### config.mk
export PLATFORM = sky130hd
export DESIGN_NAME = instruction_fetch_queue
export DESIGN_NICKNAME = d
export VERILOG_FILES = /design/src/rtl/instruction_fetch_queue_pkg.sv /design/src/rtl/instruction_fetch_queue_fetch_fifo.sv /design/src/rtl/instruction_fetch_queue.sv
export SDC_FILE = /design/constraint.sdc
export NUM_CORES = 1
export LEC_CHECK = 0
export CAP_MARGIN = 30
export CORE_ASPECT_RATIO = 1.1
export CORE_MARGIN = 2
export CORE_UTILIZATION = 40
export CTS_CLUSTER_DIAMETER = 120
export DETAILED_ROUTE_END_ITERATION = 10
export GPL_TIMING_DRIVEN = 0
export PLACE_DENSITY = 0.7
export REMOVE_ABC_BUFFERS = 1
export SYNTH_ARGS = -nofsm -noshare
export SYNTH_HDL_FRONTEND = slang
export SYNTH_SLANG_ARGS = --single-unit
### constraint.sdc
create_clock -name clk -period 27.2 [get_ports clk]
set_input_delay 6.8 -clock clk [delete_from_list [all_inputs] [get_ports clk]]
set_output_delay 6.8 -clock clk [all_outputs]
set_load 0.01 [all_outputs]
### src/rtl/instruction_fetch_queue_pkg.sv
`default_nettype none
// ============================================================================
// Module   : instruction_fetch_queue_pkg
// Brief    : Shared fetch-stage constants and the buffered fetch entry layout.
// Revision : 1.0 - initial release
// ============================================================================
package instruction_fetch_queue_pkg;

    localparam logic [31:0] NOP_INSTR  = 32'h0000_0013;
    localparam int          DEF_DEPTH  = 4;
    localparam int          DEF_ADDR_W = 9;
    localparam int          ENTRY_W    = 64;

    typedef struct packed {
        logic [31:0] instr;
        logic [31:0] pc;
    } fetch_entry_t;

endpackage
`default_nettype wire

### src/rtl/instruction_fetch_queue_fetch_fifo.sv
`default_nettype none
// ============================================================================
// Module   : fetch_fifo
// Brief    : Synchronous FIFO of fetch entries with flush and combinational head.
// Revision : 1.0 - initial release
// ============================================================================
module fetch_fifo
    import instruction_fetch_queue_pkg::*;
#(
    parameter int DEPTH = DEF_DEPTH
) (
    input  logic                   clk,
    input  logic                   rst,
    input  logic                   flush,
    input  logic                   push,
    input  fetch_entry_t           push_entry,
    input  logic                   pop,
    output logic [$clog2(DEPTH):0] count,
    output fetch_entry_t           head
);

    localparam int PTR_W = $clog2(DEPTH);
    localparam int CNT_W = PTR_W + 1;
    localparam logic [CNT_W-1:0] C_FULL = CNT_W'(DEPTH);

    fetch_entry_t       mem_q [DEPTH];
    fetch_entry_t       mem_d [DEPTH];
    logic [PTR_W-1:0]   wptr_q, wptr_d;
    logic [PTR_W-1:0]   rptr_q, rptr_d;
    logic [CNT_W-1:0]   count_q, count_d;
    logic               w_do_push;
    logic               w_do_pop;

    assign w_do_pop  = pop && (count_q != '0);
    // A full FIFO only accepts a push when a pop frees a slot on the same edge.
    assign w_do_push = push && ((count_q != C_FULL) || w_do_pop);

    always_comb begin
        mem_d   = mem_q;
        wptr_d  = wptr_q;
        rptr_d  = rptr_q;
        count_d = count_q;
        if (flush) begin
            wptr_d  = '0;
            rptr_d  = '0;
            count_d = '0;
        end else begin
            if (w_do_push) begin
                mem_d[wptr_q] = push_entry;
                wptr_d        = wptr_q + 1'b1;
            end
            if (w_do_pop) begin
                rptr_d = rptr_q + 1'b1;
            end
            case ({w_do_push, w_do_pop})
                2'b10:   count_d = count_q + 1'b1;
                2'b01:   count_d = count_q - 1'b1;
                default: count_d = count_q;
            endcase
        end
    end

    always_ff @(posedge clk or posedge rst) begin
        if (rst) begin
            mem_q   <= '{default: '0};
            wptr_q  <= '0;
            rptr_q  <= '0;
            count_q <= '0;
        end else begin
            mem_q   <= mem_d;
            wptr_q  <= wptr_d;
            rptr_q  <= rptr_d;
            count_q <= count_d;
        end
    end

    assign count = count_q;
    assign head  = mem_q[rptr_q];

endmodule
`default_nettype wire

### src/rtl/instruction_fetch_queue.sv
`default_nettype none
// ============================================================================
// Module   : instruction_fetch_queue
// Brief    : Fetch PC, credit-based imem requests, entry buffering and redirect.
// Revision : 1.0 - initial release
// ============================================================================
module instruction_fetch_queue
    import instruction_fetch_queue_pkg::*;
#(
    parameter int          DEPTH    = DEF_DEPTH,
    parameter int          ADDR_W   = DEF_ADDR_W,
    parameter logic [31:0] RESET_PC = 32'h0000_0000
) (
    input  logic                   clk,
    input  logic                   Reset,
    output logic                   imem_req,
    output logic [ADDR_W-1:0]      imem_addr,
    input  logic [31:0]            imem_rdata,
    input  logic                   imem_rvalid,
    input  logic                   redirect,
    input  logic [31:0]            redirect_pc,
    input  logic                   deq,
    output logic                   out_valid,
    output logic [31:0]            out_instr,
    output logic [31:0]            out_pc,
    output logic [31:0]            out_pc4,
    output logic [$clog2(DEPTH):0] count
);

    localparam int CNT_W = $clog2(DEPTH) + 1;
    localparam logic [CNT_W:0] C_DEPTH = (CNT_W + 1)'(DEPTH);

    logic [31:0]      fetch_pc_q, fetch_pc_d;
    logic [31:0]      pend_pc_q, pend_pc_d;
    logic             pending_q, pending_d;
    logic [CNT_W:0]   w_occupancy;
    logic             w_issue;
    logic             w_push;
    logic             w_pop;
    logic [CNT_W-1:0] w_count;
    fetch_entry_t     w_push_entry;
    fetch_entry_t     w_head;

    // Credit counts the in-flight request so a response always has a slot.
    assign w_occupancy = {1'b0, w_count} + {{CNT_W{1'b0}}, pending_q};
    assign w_issue     = !Reset && !redirect && (w_occupancy < C_DEPTH);
    assign w_push      = imem_rvalid && pending_q && !redirect;
    assign w_pop       = deq && !redirect;

    assign w_push_entry.instr = imem_rdata;
    assign w_push_entry.pc    = pend_pc_q;

    always_comb begin
        fetch_pc_d = fetch_pc_q;
        pend_pc_d  = pend_pc_q;
        pending_d  = pending_q;
        if (redirect) begin
            fetch_pc_d = redirect_pc & 32'hFFFF_FFFC;
            pending_d  = 1'b0;
        end else if (w_issue) begin
            fetch_pc_d = fetch_pc_q + 32'd4;
            pend_pc_d  = fetch_pc_q;
            pending_d  = 1'b1;
        end else if (w_push) begin
            pending_d  = 1'b0;
        end
    end

    always_ff @(posedge clk or posedge Reset) begin
        if (Reset) begin
            fetch_pc_q <= RESET_PC;
            pend_pc_q  <= '0;
            pending_q  <= 1'b0;
        end else begin
            fetch_pc_q <= fetch_pc_d;
            pend_pc_q  <= pend_pc_d;
            pending_q  <= pending_d;
        end
    end

    fetch_fifo #(
        .DEPTH (DEPTH)
    ) u_fifo (
        .clk        (clk),
        .rst        (Reset),
        .flush      (redirect),
        .push       (w_push),
        .push_entry (w_push_entry),
        .pop        (w_pop),
        .count      (w_count),
        .head       (w_head)
    );

    assign imem_req  = w_issue;
    assign imem_addr = fetch_pc_q[ADDR_W-1:0];
    assign count     = w_count;

    // An empty queue presents a NOP at PC 0 so IF/ID never sees stale data.
    assign out_valid = (w_count != '0);
    assign out_instr = out_valid ? w_head.instr : NOP_INSTR;
    assign out_pc    = out_valid ? w_head.pc    : 32'd0;
    assign out_pc4   = out_pc + 32'd4;

endmodule
`default_nettype wire

Word level (Yosys, flattened, before mapping)

Cells that the tools add are included.

Bits in registers: 328
Output and inout bits: 110
Bits of input ports: 69
Logic and storage cells: 69

Bitwise logic cells: 3
Add/subtract/negate cells: 7
Equal/unequal tests: 3
Reduce and logical (&&, ||, !) cells: 19
Muxes and demuxes: 19
$lt $le $gt $ge: 4

Operators by type and width:

| operator              | count |
|---|---|
| $bwmux 256            | 1 |
| $mux 64               | 3 |
| $bmux 64 s2           | 1 |
| $demux 64 s2          | 1 |
| $mux 32               | 4 |
| $add 32x3->32 const B | 2 |
| $reduce_bool 3->1     | 3 |
| $logic_and 1x1->1     | 8 |
| $mux 2                | 4 |
| $ge 3x3->1 const B    | 2 |
| $not 2->3             | 2 |
| $pmux 3 s2            | 1 |
| $reduce_bool 2->1     | 3 |
| $add 2x1->2 const B   | 2 |
| $add 3x1->4           | 1 |
| $lt 4x3->1 const B    | 1 |
| $reduce_and 2->1      | 2 |
| $add 3x1->3 const B   | 1 |
| $lt 3x1->1 const B    | 1 |
| $mux 1                | 3 |
| $mux 3                | 1 |
| $ne 3x3->1 const B    | 1 |
| $sub 3x1->3 const B   | 1 |
| $eq 2x1->1 const B    | 1 |
| 4 further kinds       | 5 |

Logic depth before layout (Yosys ltp)

Gate-level depths: netlist of run 1.

Word-level depth: 8
Depth in mapped cells: 13
Mapped depth without buffers: 9

Hierarchy

A second synthesis of run 1 with hierarchy kept.

Cell total of the unflattened synthesis: 1,182
Area, all modules: 15,597.5 µm²

By module, submodules not included:

| module                  | times used | cells each | seq. area each (µm²) | area each (µm²) |
|---|---|---|---|---|
| fetch_fifo              | 1          | 677        | 6,581.3              | 11,618.6 |
| instruction_fetch_queue | 1          | 505        | 1,526.5              | 3,978.8 |

Least setup slack after synthesis of run 1

Ideal clock, no wire load.

Path type: input to output
Start: input port redirect
End: output port imem_req
Buffers on the path: 2
Data required time: 20.400 ns
Data arrival time: 7.902 ns
Stages on the path: 5
Slack: 12.498 ns
Cell sequence: nor3_1 nand2_1 clkinv_1 clkbuf_1 buf_1

Longest elaborated chain between the ends: 3

Ends and longest elaborated chain:

| item                            | line                          | source |
|---|---|---|
| start, declared                 | instruction_fetch_queue.sv:20 | `input logic redirect,` |
| $logic_not 1->1                 | instruction_fetch_queue.sv:46 | `assign w_issue = !Reset && !redirect && (w_occupancy < C_DEPTH);` |
| $logic_and 1x1->1 (2 in series) | instruction_fetch_queue.sv:46 |  |
| end, declared                   | instruction_fetch_queue.sv:16 | `output logic imem_req,` |

No other way between the ends.

Final worst setup path of run 1

Same ends and word-level chain as after synthesis.

==> metrics, run 1 <==
status complete, no violations; row count 75; Post-DP HPWL 23,100 um; CP bufs+invs 4; worst-path maximum fanout 48; worst vdd ir 58.6 uV; worst-path cell chain buf_2, nor3_1, nand2_2, clkinv_1, buf_12, clkdlybuf4s50_1; register area share after synthesis 0.512; vias in the first global route 10,400; Max-slew headroom 0.426; clk buf depth 3; Starting Density 0.405; Final setup violation count 0; Tot Pwr 0.00178 W; total of max-cap violations 0; die height 210 um; Root Buffer clkbuf_16; first-pass GRT wire length 56,200 um; setup TNS 0 ns; initial antenna violation count 0; Gates resized, CTS repair 0; CTS tree built; CP max stage delay 0.64 ns; WL final 34,900 um; antenna-violating nets left 0; met2 global-route usage 0.303; critical path's top delay family buffers and inverters; Mapped Avg Cell Area 12.8 um2; Setup Skew 0.0190 ns; number of clock sinks 316; Iter 0 DRT Violations 476; PwrDens 94.8 nW/um2; Top FF cell, synth dfrtp_1; CP Class in -> out; Num CTS Buffers 35; number of synthesized flops with an enable pin 0; area delta synth->final 21.4%; busiest layer in global routing met2; IO Port Bufs 170; Setup Fix Bufs, Post-CTS 0; GRT overflow 0; nets 1,416; Post-Syn Instances 1,202; htree depth 2; met3 usage 0.0278; synthesized area 15,400 um2; worst slew pin tran 0.857 ns; hold slack 0.497 ns; Layout fillers 3,380; final RePlAce weighted congestion 0.755; Synth top area share 0.512; drt drc 0; Die X-Extent 191 um; crit path max-delay cell type clkinv_1; Setup crit start kind input port; Synth area leaders dfrtp_1 (51%), mux2_2 (18%), mux4_2 (8.2%); distinct cell type count after synthesis 59; fin crit period 16.48 ns; register bit total from synthesis 316; core area 38,100 um2; CP endpoint kind primary output; drt pass-1 iters 4; gr usage total 0.175; HP Class reg -> reg; die footprint 40,200 um2; met1 usage 0.222; Synth warnings 0; Hold Violations, Final 0; WL per Instance 18.8 um; pin count of the biggest net entering global routing 112; layout cells sized above 1 0.296; total number of vias 9,954; CTS clk-pin slew, worst paths 0.05 ns; post-synth top area cell dfrtp_1; n_diodes 0; Post-synth ARST share 1.00; Boundary Pins 179; Leak 8.34 nW; crit path DAT 9.68 ns; Slew Viols, Final 0; Peak Freq 60.7 MHz; RSZ-0062 raised after global routing false; CP Data Required Time 20.40 ns; hold_buf cts 0; fin crit share 0.606; via/cell ratio 5.35; Worst-Skew Late Latency 0.52 ns
[per-stage QoR]
step	cells	area, um2	setup slack [ns]	utilization
CTS	1860	18700	10.60	0.492
detailed placement	1803	17600	10.60	0.461
finish	1860	18700	10.72	0.492
floorplan	1121	15000	11.26	-
global route	1860	18700	10.43	0.492
global placement	1791	17300	7.00	0.454
[worst paths after layout]
| path | cells past startpoint | slack (ns) | to | from |
|---|---|---|---|---|
| setup / recovery | 6 | 10.72 | imem_req | redirect |
| hold / removal | 1 | 0.50 | u_fifo.mem_q[155] | u_fifo.mem_q[155] |
| setup reg to reg | 8 | 24.18 | fetch_pc_q[16] | u_fifo.count[0] |
| hold reg to reg | 1 | 0.50 | u_fifo.mem_q[155] | u_fifo.mem_q[155] |
| max in group asynchronous | 3 | 19.31 | u_fifo.mem_q[172] | Reset |
| min in group asynchronous | 2 | 6.81 | u_fifo.count[2] | Reset |
[flip-flops by register name, summed over array words and instances (netlist names)]
name           flops
u_fifo.mem_q     248
u_fifo.wptr_q      2
pending_q          1
u_fifo.rptr_q      2
u_fifo.count       3
pend_pc_q         30
fetch_pc_q        30
[layer usage]
| layer | routed length (um) | up-vias | share of wire |
|---|---|---|---|
| met2 | 17600 | 193 | 0.50 |
| met1 | 15000 | 5158 | 0.43 |
| met5 | 0 | - | 0 |
| met4 | 1060 | 0 | 0.030 |
| met3 | 1220 | 53 | 0.035 |
| li1 | - | 4550 | - |
[Yosys cell counts, types with 8 or more instances]
library cell and n:
a21oi_1 11, and2_1 55, and3_1 10, buf_2 34, buf_4 16, clkbuf_1 26
dfrtp_1 316, inv_1 18, mux2_2 250, mux4_1 8, mux4_2 56, nand2_1 158
nand3_1 26, nand4_1 12, nor2_1 31, nor3_1 11, o21ai_0 31, xnor2_1 18
xor2_1 15
[cell type report]
type | instances | area, um2 | share of cell area
clock inverters | 8 | 133 | 0.00708
clock buffers | 49 | 1050 | 0.0560
well taps | 500 | 626 | 0.0334
flip-flops and latches | 316 | 7920 | 0.422
inverters | 20 | 82.6 | 0.00441
repair buffers | 182 | 1950 | 0.104
multi-input cells | 785 | 6980 | 0.373
[power breakdown]
part | switching [W] | total (W) | internal (W)
sequential | 0.0000948 | 0.000673 | 0.000578
clock | 0.000188 | 0.000485 | 0.000297
combinational | 0.000266 | 0.000619 | 0.000353
[cell usage in the layout (no fill, tap or decap), types with 4 or more instances in the layout]
cell type        synthesis  routed
a21oi_1                 11      11
o311ai_0                 7       7
and2_1                  55      51
nor3_2                   4       4
xnor2_1                 18      18
nand4b_1                 5       5
and3_1                  10      10
xor2_1                  15      15
mux2_2                 250     250
a221o_1                  7       7
buf_12                   2       7
mux4_2                  56      56
conb_1                   1       6
mux4_1                   8       8
nand2_2                  4       5
clkbuf_16                0      36
nand2_1                158     157
clkdlybuf4s50_1          0     169
nand3_1                 26      26
nor2_1                  31      31
buf_16                   0       4
nand4_1                 12      12
nor3_1                  11      11
inv_1                   18      17
and2_4                   0       4
dfrtp_1                316     314
clkbuf_8                 0      10
a31oi_1                  7       7
ha_1                     6       6
o21ai_0                 31      31
[logic make-up (layout without fill, tap and decap cells)]
group / after synthesis / after routing / synth area share
AND/OR/NAND/NOR: 348 / 348 / 0.115
multiplexers: 316 / 316 / 0.279
flip-flops: 316 / 316 / 0.512
buffers and inverters: 106 / 259 / 0.0372
AO/OA/AOI/OAI: 75 / 75 / 0.0311
XOR/XNOR: 33 / 33 / 0.0187
adder cells (fa/ha/maj): 7 / 7 / 0.00616
other: 1 / 6 / 0.000243
(Power assumes the default switching activity.)
==> run 2, diff against run 1 <==
- PLACE_DENSITY: 0.7 -> 0.73
- clock period: 27.2 -> 15.02 ns (I/O delays scaled with it)
==> metrics, run 2 (synthesized netlist as in run 1, its figures left out) <==
met2 global-route usage 0.301; row count 75; Largest register FFs 248; pin count of the biggest net entering global routing 131; Starting Density 0.405; Setup crit start kind input port; status complete, no violations; met3 usage 0.0273; Layout fillers 3,370; Layout Cells excl Fill 1,867; Hold Violations, Final 0; Peak Freq 93.4 MHz; n_diodes 0; htree depth 2; crit path max-delay cell type clkinv_1; Num CTS Buffers 36; Final Instance Area 18,800 um2; Final setup violation count 0; CP Data Required Time 11.27 ns; # placed instances 1,803; CTS tree built; Boundary Pins 179; total of max-cap violations 0; drt drc 0; Setup Skew 0.0186 ns; worst-path maximum fanout 48; Biggest register u_fifo.mem_q; Worst-Skew Late Latency 0.52 ns; core area 38,100 um2; number of clock sinks 316; CP Class in -> out; HP Class reg -> reg; commonest non-fill, non-tap cells in the layout dfrtp_1 (314), mux2_2 (250), clkdlybuf4s50_1 (169); Setup Fix Bufs, Post-CTS 0; nets 1,417; worst-path cell chain buf_2, nor3_1, nand2_2, clkinv_1, buf_16, clkdlybuf4s50_1; most common cell after layout, fill and taps aside dfrtp_1; fin crit period 10.71 ns; worst slew pin tran 0.861 ns; hold_buf cts 0; CP endpoint kind primary output; Gates resized, CTS repair 0; fin crit share 0.713; Post-DP HPWL 23,200 um; die footprint 40,200 um2; critical path's top delay family buffers and inverters; via/cell ratio 5.31; largest registers u_fifo.mem_q (248), fetch_pc_q (30), pend_pc_q (30); Iter 0 DRT Violations 423; CTS clk-pin slew, worst paths 0.06 ns; vias in the first global route 10,600; WL per Instance 18.3 um; die height 210 um; drt pass-1 iters 5; layout cells sized above 1 0.296; initial antenna violation count 0; Placement Cell Area 17,600 um2; antenna-violating nets left 0; WL final 34,100 um; RSZ-0062 raised after global routing false; met1 usage 0.219; crit path DAT 6.95 ns; busiest layer in global routing met2; clk buf depth 3; total number of vias 9,919; first-pass GRT wire length 56,100 um; final RePlAce weighted congestion 0.761; Die X-Extent 191 um; GRT overflow 0; worst vdd ir 115 uV; CP max stage delay 0.79 ns; gr usage total 0.174; Root Buffer clkbuf_16; area delta synth->final 21.7%; CP bufs+invs 4; PwrDens 171 nW/um2; IO Port Bufs 170; final core utilization 0.493; Max-slew headroom 0.426; Slew Viols, Final 0; Leak 8.36 nW
==> run 2: cell count changes in the layout (fill, tap and decap cells not counted), moves of 2 or more <==
cell	change
buf_12	-2
buf_16	+2
clkbuf_1	+4
clkbuf_8	-4
clkinv_2	+4
==> run 2: worst register-to-register path, stage by stage (launching register included) <==
cell and delay (ns):
dfrtp_1 0.50, nand3_1 0.13, nand2_2 0.60, clkinv_1 0.80, buf_16 0.41, nor2_1 0.38
buf_4 0.28, o21ai_0 0.10, o311ai_0 0.10
==> run 2: layout make-up <==
type / instances / area (um2) / area share
repair buffers: 182 / 1970 / 0.105
clock inverters: 15 / 200 / 0.0107
multi-input cells: 785 / 6980 / 0.372
flip-flops and latches: 316 / 7920 / 0.421
clock buffers: 49 / 1010 / 0.0537
inverters: 20 / 82.6 / 0.00440
well taps: 500 / 626 / 0.0333
==> run 2: worst paths after layout <==
kind	from	to	slack, ns	depth (start not counted)
worst max-delay path	redirect	imem_req	4.31	6
worst min-delay path	u_fifo.mem_q[155]	u_fifo.mem_q[155]	0.50	1
worst max register to register	u_fifo.count[0]	fetch_pc_q[16]	11.60	8
worst min register to register	u_fifo.mem_q[155]	u_fifo.mem_q[155]	0.50	1
max in group asynchronous	Reset	u_fifo.mem_q[190]	10.31	3
min in group asynchronous	Reset	u_fifo.count[1]	3.68	2
==> run 2: per-stage QoR <==
| step | total power, W | hold slack (ns) | TNS, ns | worst slack [ns] |
|---|---|---|---|---|
| 2_1_floorplan | 0.00184 | 0.463 | 0 | 2.52 |
| 3_3_place_gp | 0.00233 | 0.483 | -303.66 | -1.00 |
| 3_5_place_dp | 0.00236 | 0.488 | 0 | 4.23 |
| 4_1_cts | 0.00327 | 0.502 | 0 | 4.22 |
| 5_1_grt | 0.00340 | 0.510 | 0 | 3.97 |
| 6_report | 0.00322 | 0.498 | 0 | 4.31 |
==> run 2: where the power goes <==
part           leakage [nW]  total, W  switching [W]  internal [W]
Sequential             4.18   0.00123       0.000180       0.00105
Clock                 0.595  0.000890       0.000347      0.000543
Combinational          3.58   0.00111       0.000465      0.000640
Total                  8.36   0.00322       0.000992       0.00223
==> run 2: routing by layer <==
| layer | share of wire | vias to the layer above |
|---|---|---|
| met5 | 0 | - |
| met1 | 0.43 | 5096 |
| li1 | - | 4564 |
| met3 | 0.033 | 65 |
| met4 | 0.032 | 0 |
| met2 | 0.51 | 194 |
